<file path="src/rtl/debounce_bank.sv">
// ----------------------------------------------------------------------------
// debounce_bank
//   N-channel button/switch conditioner. Each channel:
//     - optional input inversion (INVERT bit), so active-low buttons read as
//       1 = pressed downstream,
//     - 2-FF synchroniser,
//     - counter-based debounce (COUNT_MAX consecutive disagreeing samples
//       flip the level; any agreeing sample restarts the count),
//     - registered 1-cycle press / release strobes that coincide with the
//       first cycle the new level is visible.
//   Channels are fully independent; there is no arbitration between them.
//
//   Optional feature, macro DEBOUNCE_BANK_REPEAT_EN:
//     hold-to-repeat. While a channel stays pressed, btn_press re-fires after
//     REPEAT_DELAY held cycles and then every REPEAT_PERIOD cycles. Without the
//     macro no hold counters exist and btn_press is edge-only.
//
// Parameters
//   N             channels (1..32)
//   COUNT_MAX     stable synced cycles required for a level change (>=2)
//   INVERT        per-channel: 1 = raw input is active-low
//   REPEAT_DELAY  held cycles before first repeat strobe (>=1)
//   REPEAT_PERIOD held cycles between later repeat strobes (>=1)
//
// Ports
//   clk          in   system clock
//   reset_n      in   asynchronous active-low reset
//   btn_in       in   [N] raw asynchronous inputs
//   btn_level    out  [N] debounced level (1 = pressed)
//   btn_press    out  [N] 1-cycle strobe on 0->1 (plus repeats if enabled)
//   btn_release  out  [N] 1-cycle strobe on 1->0
// ----------------------------------------------------------------------------

// Single channel: sync, debounce, strobes, optional hold-repeat.
module debounce_lane #(
  parameter int unsigned COUNT_MAX     = 500000,
  parameter logic        INVERT        = 1'b0
`ifdef DEBOUNCE_BANK_REPEAT_EN
  ,
  parameter int unsigned REPEAT_DELAY  = 25000000,
  parameter int unsigned REPEAT_PERIOD = 5000000
`endif
) (
  input  logic clk,
  input  logic reset_n,
  input  logic i_btn,
  output logic o_level,
  output logic o_press,
  output logic o_release
);

  localparam int CW = $clog2(COUNT_MAX);
  localparam logic [CW-1:0] CNT_LAST = CW'(COUNT_MAX - 1);

  logic          r_s0, r_s1;
  logic          r_level, r_press, r_release;
  logic [CW-1:0] r_cnt;

  logic w_mismatch, w_flip, w_rise, w_fall, w_rep_hit;

  assign w_mismatch = (r_s1 != r_level);
  // The COUNT_MAX-th consecutive disagreeing sample commits the new level.
  assign w_flip     = w_mismatch && (r_cnt == CNT_LAST);
  assign w_rise     = w_flip &  r_s1;
  assign w_fall     = w_flip & ~r_s1;

`ifdef DEBOUNCE_BANK_REPEAT_EN
  localparam int unsigned RMAX = (REPEAT_DELAY > REPEAT_PERIOD) ? REPEAT_DELAY : REPEAT_PERIOD;
  localparam int HW = $clog2(RMAX + 1);
  localparam logic [HW-1:0] RD_LAST = HW'(REPEAT_DELAY - 1);
  localparam logic [HW-1:0] RP_LAST = HW'(REPEAT_PERIOD - 1);

  logic [HW-1:0] r_hc;
  logic          r_repeating;   // first repeat already issued -> use period

  // A level flip (edge press or release) in the same cycle always wins.
  assign w_rep_hit = r_level && !w_flip &&
                     (r_hc == (r_repeating ? RP_LAST : RD_LAST));

  always_ff @(posedge clk or negedge reset_n) begin
    if (!reset_n) begin
      r_hc        <= '0;
      r_repeating <= 1'b0;
    end else if (w_flip || !r_level) begin
      r_hc        <= '0;
      r_repeating <= 1'b0;
    end else if (w_rep_hit) begin
      r_hc        <= '0;
      r_repeating <= 1'b1;
    end else begin
      r_hc        <= r_hc + 1'b1;
    end
  end
`else
  assign w_rep_hit = 1'b0;
`endif

  always_ff @(posedge clk or negedge reset_n) begin
    if (!reset_n) begin
      r_s0      <= 1'b0;
      r_s1      <= 1'b0;
      r_level   <= 1'b0;
      r_press   <= 1'b0;
      r_release <= 1'b0;
      r_cnt     <= '0;
    end else begin
      // Inversion ahead of the sync so an idle active-low input already
      // matches the reset value of the synchroniser.
      r_s0      <= i_btn ^ INVERT;
      r_s1      <= r_s0;
      r_press   <= w_rise | w_rep_hit;
      r_release <= w_fall;
      if (!w_mismatch) begin
        r_cnt   <= '0;
      end else if (w_flip) begin
        r_level <= r_s1;
        r_cnt   <= '0;
      end else begin
        r_cnt   <= r_cnt + 1'b1;
      end
    end
  end

  assign o_level   = r_level;
  assign o_press   = r_press;
  assign o_release = r_release;

endmodule

module debounce_bank #(
  parameter int unsigned N             = 4,
  parameter int unsigned COUNT_MAX     = 500000,
  parameter logic [N-1:0] INVERT       = '0,
  parameter int unsigned REPEAT_DELAY  = 25000000,
  parameter int unsigned REPEAT_PERIOD = 5000000
) (
  input  logic         clk,
  input  logic         reset_n,
  input  logic [N-1:0] btn_in,
  output logic [N-1:0] btn_level,
  output logic [N-1:0] btn_press,
  output logic [N-1:0] btn_release
);

  // Reject configurations the counters cannot represent.
  generate
    if (N < 1 || N > 32 || COUNT_MAX < 2 || REPEAT_DELAY < 1 || REPEAT_PERIOD < 1) begin : g_bad_cfg
      $error("debounce_bank: illegal parameter combination");
    end
  endgenerate

  for (genvar gi = 0; gi < N; gi++) begin : g_lane
    debounce_lane #(
      .COUNT_MAX     (COUNT_MAX),
      .INVERT        (INVERT[gi])
`ifdef DEBOUNCE_BANK_REPEAT_EN
      ,
      .REPEAT_DELAY  (REPEAT_DELAY),
      .REPEAT_PERIOD (REPEAT_PERIOD)
`endif
    ) u_lane (
      .clk       (clk),
      .reset_n   (reset_n),
      .i_btn     (btn_in[gi]),
      .o_level   (btn_level[gi]),
      .o_press   (btn_press[gi]),
      .o_release (btn_release[gi])
    );
  end

endmodule

</file>
<file path="config.mk">
export PLATFORM = sky130hd
export DESIGN_NAME = debounce_bank
export DESIGN_NICKNAME = d
export VERILOG_FILES = /design/src/rtl/debounce_bank.sv
export SDC_FILE = /design/constraint.sdc
export NUM_CORES = 1
export LEC_CHECK = 0
export ABC_AREA = 1
export BUFFER_PORTS_ARGS = -buffer_cell sky130_fd_sc_hd__buf_2
export CAP_MARGIN = 40
export CORE_ASPECT_RATIO = 0.7
export CORE_MARGIN = 4
export CORE_UTILIZATION = 50
export CTS_BUF_LIST = sky130_fd_sc_hd__clkbuf_8
export CTS_CLUSTER_DIAMETER = 50
export DETAILED_ROUTE_END_ITERATION = 12
export PLACE_DENSITY = 0.67
export SETUP_SLACK_MARGIN = 0.02
export SLEW_MARGIN = 20
export SYNTH_ARGS = -nofsm -noshare
export SYNTH_HDL_FRONTEND = slang
export SYNTH_SLANG_ARGS = --single-unit
</file>
<file path="constraint.sdc">
create_clock -name clk -period 3.5 [get_ports clk]
set_input_delay 0.7 -clock clk [delete_from_list [all_inputs] [get_ports clk]]
set_output_delay 0.7 -clock clk [all_outputs]
set_load 0.02 [all_outputs]
</file>
==> out/metrics.cfg <==
[power_and_ir_drop]
share_clk_of_total_power_pct=38.3
max-vdd-ir-drop_mv=0.229
p_comb_share_pct=3.9
swShare_pct=23.8
power_per_cell_area_mw_per_mm2=355
internal_power_w=0.00150
power.leakage_nw=2.56
total_switching_power_w=0.000466
sequentialPowerShare_pct=57.8

[synthesis]
synth_area_mm2=0.00517
synthMostInstantiatedCell=nor2_1
synth_largest_type_area_fraction_pct=46.5
synth.ff_latch_count=96
ys.warnings.count=0
synth_top_flop_cell=dfrtp_1
netlist.top_cell.by_area=dfrtp_1
synth.lib_cells_used.distinct=28
synth.top_cells.by_count=nor2_1, nand2_1, dfrtp_1, inv_1, nand3_1
netlist_instances=668
synthesis.area_per_instance_um2=7.74
synth-seq-area-share_pct=46.5
count_of_flip_flops_with_a_built_in_enable_after_synthesis=0
postSynth.asyncResetShare_pct=100
synthTopCellsByArea=dfrtp_1, nor2_1, nand2_1
synth_fp_nets=678

[floorplanning]
die_area_mm2=0.0121
die_h_um=93.1
dieWidth_um=130
start_util_pct=52.4
count_of_pins_on_the_block_boundary=18
std_cell_rows=30
coreArea_mm2=0.00987

[placed_design]
io_buffers=17
gp_congestion=0.938
setup_slack_after_placement_ns=1.91
post-dp-hpwl_um=7630

[sta]
fin_worst_skew_ns=0.0103
period_needed_ns=1.66
grt_setup_unrepaired=no
final-hold-violation-count=0
setup_ws_ns=1.84
transition_time_at_the_pin_with_the_least_slew_margin_ns=0.650
setup_violations=0
ratio_of_final_minimum_period_to_clock_period_pct=47.5
setup-tns-final_ns=0
max-slew-margin-rel_pct=56.7
worst_hold_slack_ns=0.328
clock.fmax_mhz=602
maxSlewViolCount=0

[cts]
ctsRootBufferMaster=clkbuf_8
cts_hold_repair.buffers=0
clk_latency_ns=0.38
htreeDepth=3
cts-root-to-sink-buffers=2
cts_clock_pin_slew_for_the_worst_setup_and_hold_paths_ns=0.10
cts_inserted_buffers=9
post_cts.repair.setup_buffers=0
cts_num_sinks=96
cts_tree=built
post_cts.resized_instances=0

[layout]
synthToLayoutAreaGrowth_pct=6.87
diodes=0
final_nets=693
fillCellCount=934
seq_area_mm2=0.00240
final_layout_size_suffix_gt1_share_pct=11.3
multi_input_comb_area_mm2=0.00233

[worst_setup_path]
critical-path-slowest-cell=dfrtp_1
worst-path-max-fanout=3
critical_path.max_stage_delay_ns=0.41
cp_top_family=flip-flops
worst-setup-path-type=reg -> out
crit_chain=buf_2
timing.critical_path.buf_inv=1
critical_path.endpoint_type=output port
endpoint_arrival_time_on_the_critical_path_ns=0.96
setup.worst_path.start_class=flop
critPathRequiredTime_ns=2.80

[routing]
via_per_inst=5.00
detailroute.via_count=4077
routed_wire_per_std_cell_um=12.9
ant_nets=0
drc_errors=0
drt_first_iter_violations=268
first_pass_iters=5
drt_wl_total_um=10500

[global_route]
grt_antenna_before_repair=0
track_usage_pct=19.0
maximum_number_of_pins_on_one_net_before_global_route_repair=49
globalRoute.totalOverflow=0
grt_first_pass_wirelength_um=18300
grt_pass1_vias=3851

[hold_path]
min_path_type=in -> async

[flow_run]
drv_cap=0

[run_status]
result_of_the_run=completed

layout by cell type, fill, tap and decap left out:
cell / synthesis / final
inv_6: 0 / 2
bufinv_16: 0 / 1
nand2_1: 137 / 137
inv_2: 1 / 1
xor2_1: 20 / 20
nand3_2: 1 / 1
o21a_1: 1 / 1
nand3_1: 46 / 46
a21oi_1: 6 / 6
buf_4: 12 / 3
clkbuf_8: 0 / 10
o21ai_0: 14 / 14
nand4_1: 12 / 12
buf_2: 2 / 16
nand2_4: 4 / 4
nand2_2: 12 / 12
nor3_1: 6 / 6
ha_1: 4 / 4
nor2_4: 9 / 9
a31oi_1: 1 / 1
nor3b_1: 2 / 2
nor2_2: 14 / 14
nand3_4: 3 / 3
o21ai_1: 3 / 3
clkinvlp_4: 0 / 2
xnor2_1: 13 / 13
dfrtp_1: 96 / 96
nor2_1: 158 / 158
o21bai_1: 4 / 4
inv_1: 85 / 86
and2_1: 1 / 1
state kept, by name, indices dropped and copies added (netlist names):
| name | cells |
|---|---|
| g_lane.u_lane.r_s1 | 4 |
| g_lane.u_lane.o_press | 4 |
| g_lane.u_lane.r_s0 | 4 |
| g_lane.u_lane.o_level | 4 |
| g_lane.u_lane.o_release | 4 |
| g_lane.u_lane.r_cnt | 76 |
routing by layer:
layer	vias to the layer above	GRT usage, %	share of wire, %
li1	2079	-	-
met1	1889	28.3	50
met2	93	27.3	42
met3	16	4.34	5.5
met4	0	6.23	1.8
met5	-	0	0
cell type report:
cell class                      count  share of cell area, %
Timing Repair Buffer               19                   1.86
Inverter                           86                   5.84
Multi-Input combinational cell    471                   42.2
Sequential cell                    96                   43.5
Tap cell                          128                   2.90
Clock buffer                       10                   2.49
Clock inverter                      6                   1.20
path summary, 6_finish.rpt:
path | from | to | slack, ns | cells past startpoint
setup / recovery | g_lane[3].u_lane.o_level | btn_level[3] | 1.84 | 1
hold / removal | reset_n | g_lane[3].u_lane.r_cnt[3] | 0.33 | 1
setup reg to reg | g_lane[3].u_lane.r_cnt[0] | g_lane[3].u_lane.r_cnt[12] | 2.01 | 8
hold reg to reg | g_lane[3].u_lane.r_s0 | g_lane[3].u_lane.r_s1 | 0.35 | 0
max in group asynchronous | reset_n | g_lane[2].u_lane.r_cnt[16] | 2.40 | 2
min in group clk | g_lane[3].u_lane.r_s0 | g_lane[3].u_lane.r_s1 | 0.35 | 0
cell families after synthesis:
logic type	Yosys count	synth area share, %
buffers and inverters	101	8.40
adder cells (fa/ha/maj)	4	0.968
flip-flops	96	46.5
XOR/XNOR	33	5.59
AND/OR/NAND/NOR	405	35.5
AO/OA/AOI/OAI	29	3.07
power groups by stage:
stage                     clock network [W]  logic (W)  registers, W
after floorplan                           0  0.0000392       0.00115
after global placement                    0  0.0000760       0.00116
after detailed placement                  0  0.0000782       0.00116
after CTS                          0.000776  0.0000785       0.00113
after global routing               0.000817  0.0000882       0.00114
final                              0.000751  0.0000761       0.00113
worst register-to-register path: stages (launching register included):
cell and delay, ns:
dfrtp_1 0.37, ha_1 0.17, nand2_1 0.09, inv_1 0.08, nand2_1 0.06, nor2_2 0.09, nand3_2 0.23, nand2_1 0.22
nor2_1 0.07
metrics by stage:
stage	area, um^2	std cells	total power (W)	utilization (%)
final	5530	816	0.00196	56.0
after CTS	5530	816	0.00199	56.0
after global placement	5320	800	0.00123	53.9
after floorplan	5170	668	0.00119	-
after detailed placement	5320	800	0.00123	53.9
after global routing	5530	816	0.00204	56.0
Power figures use the tool's default switching activity.
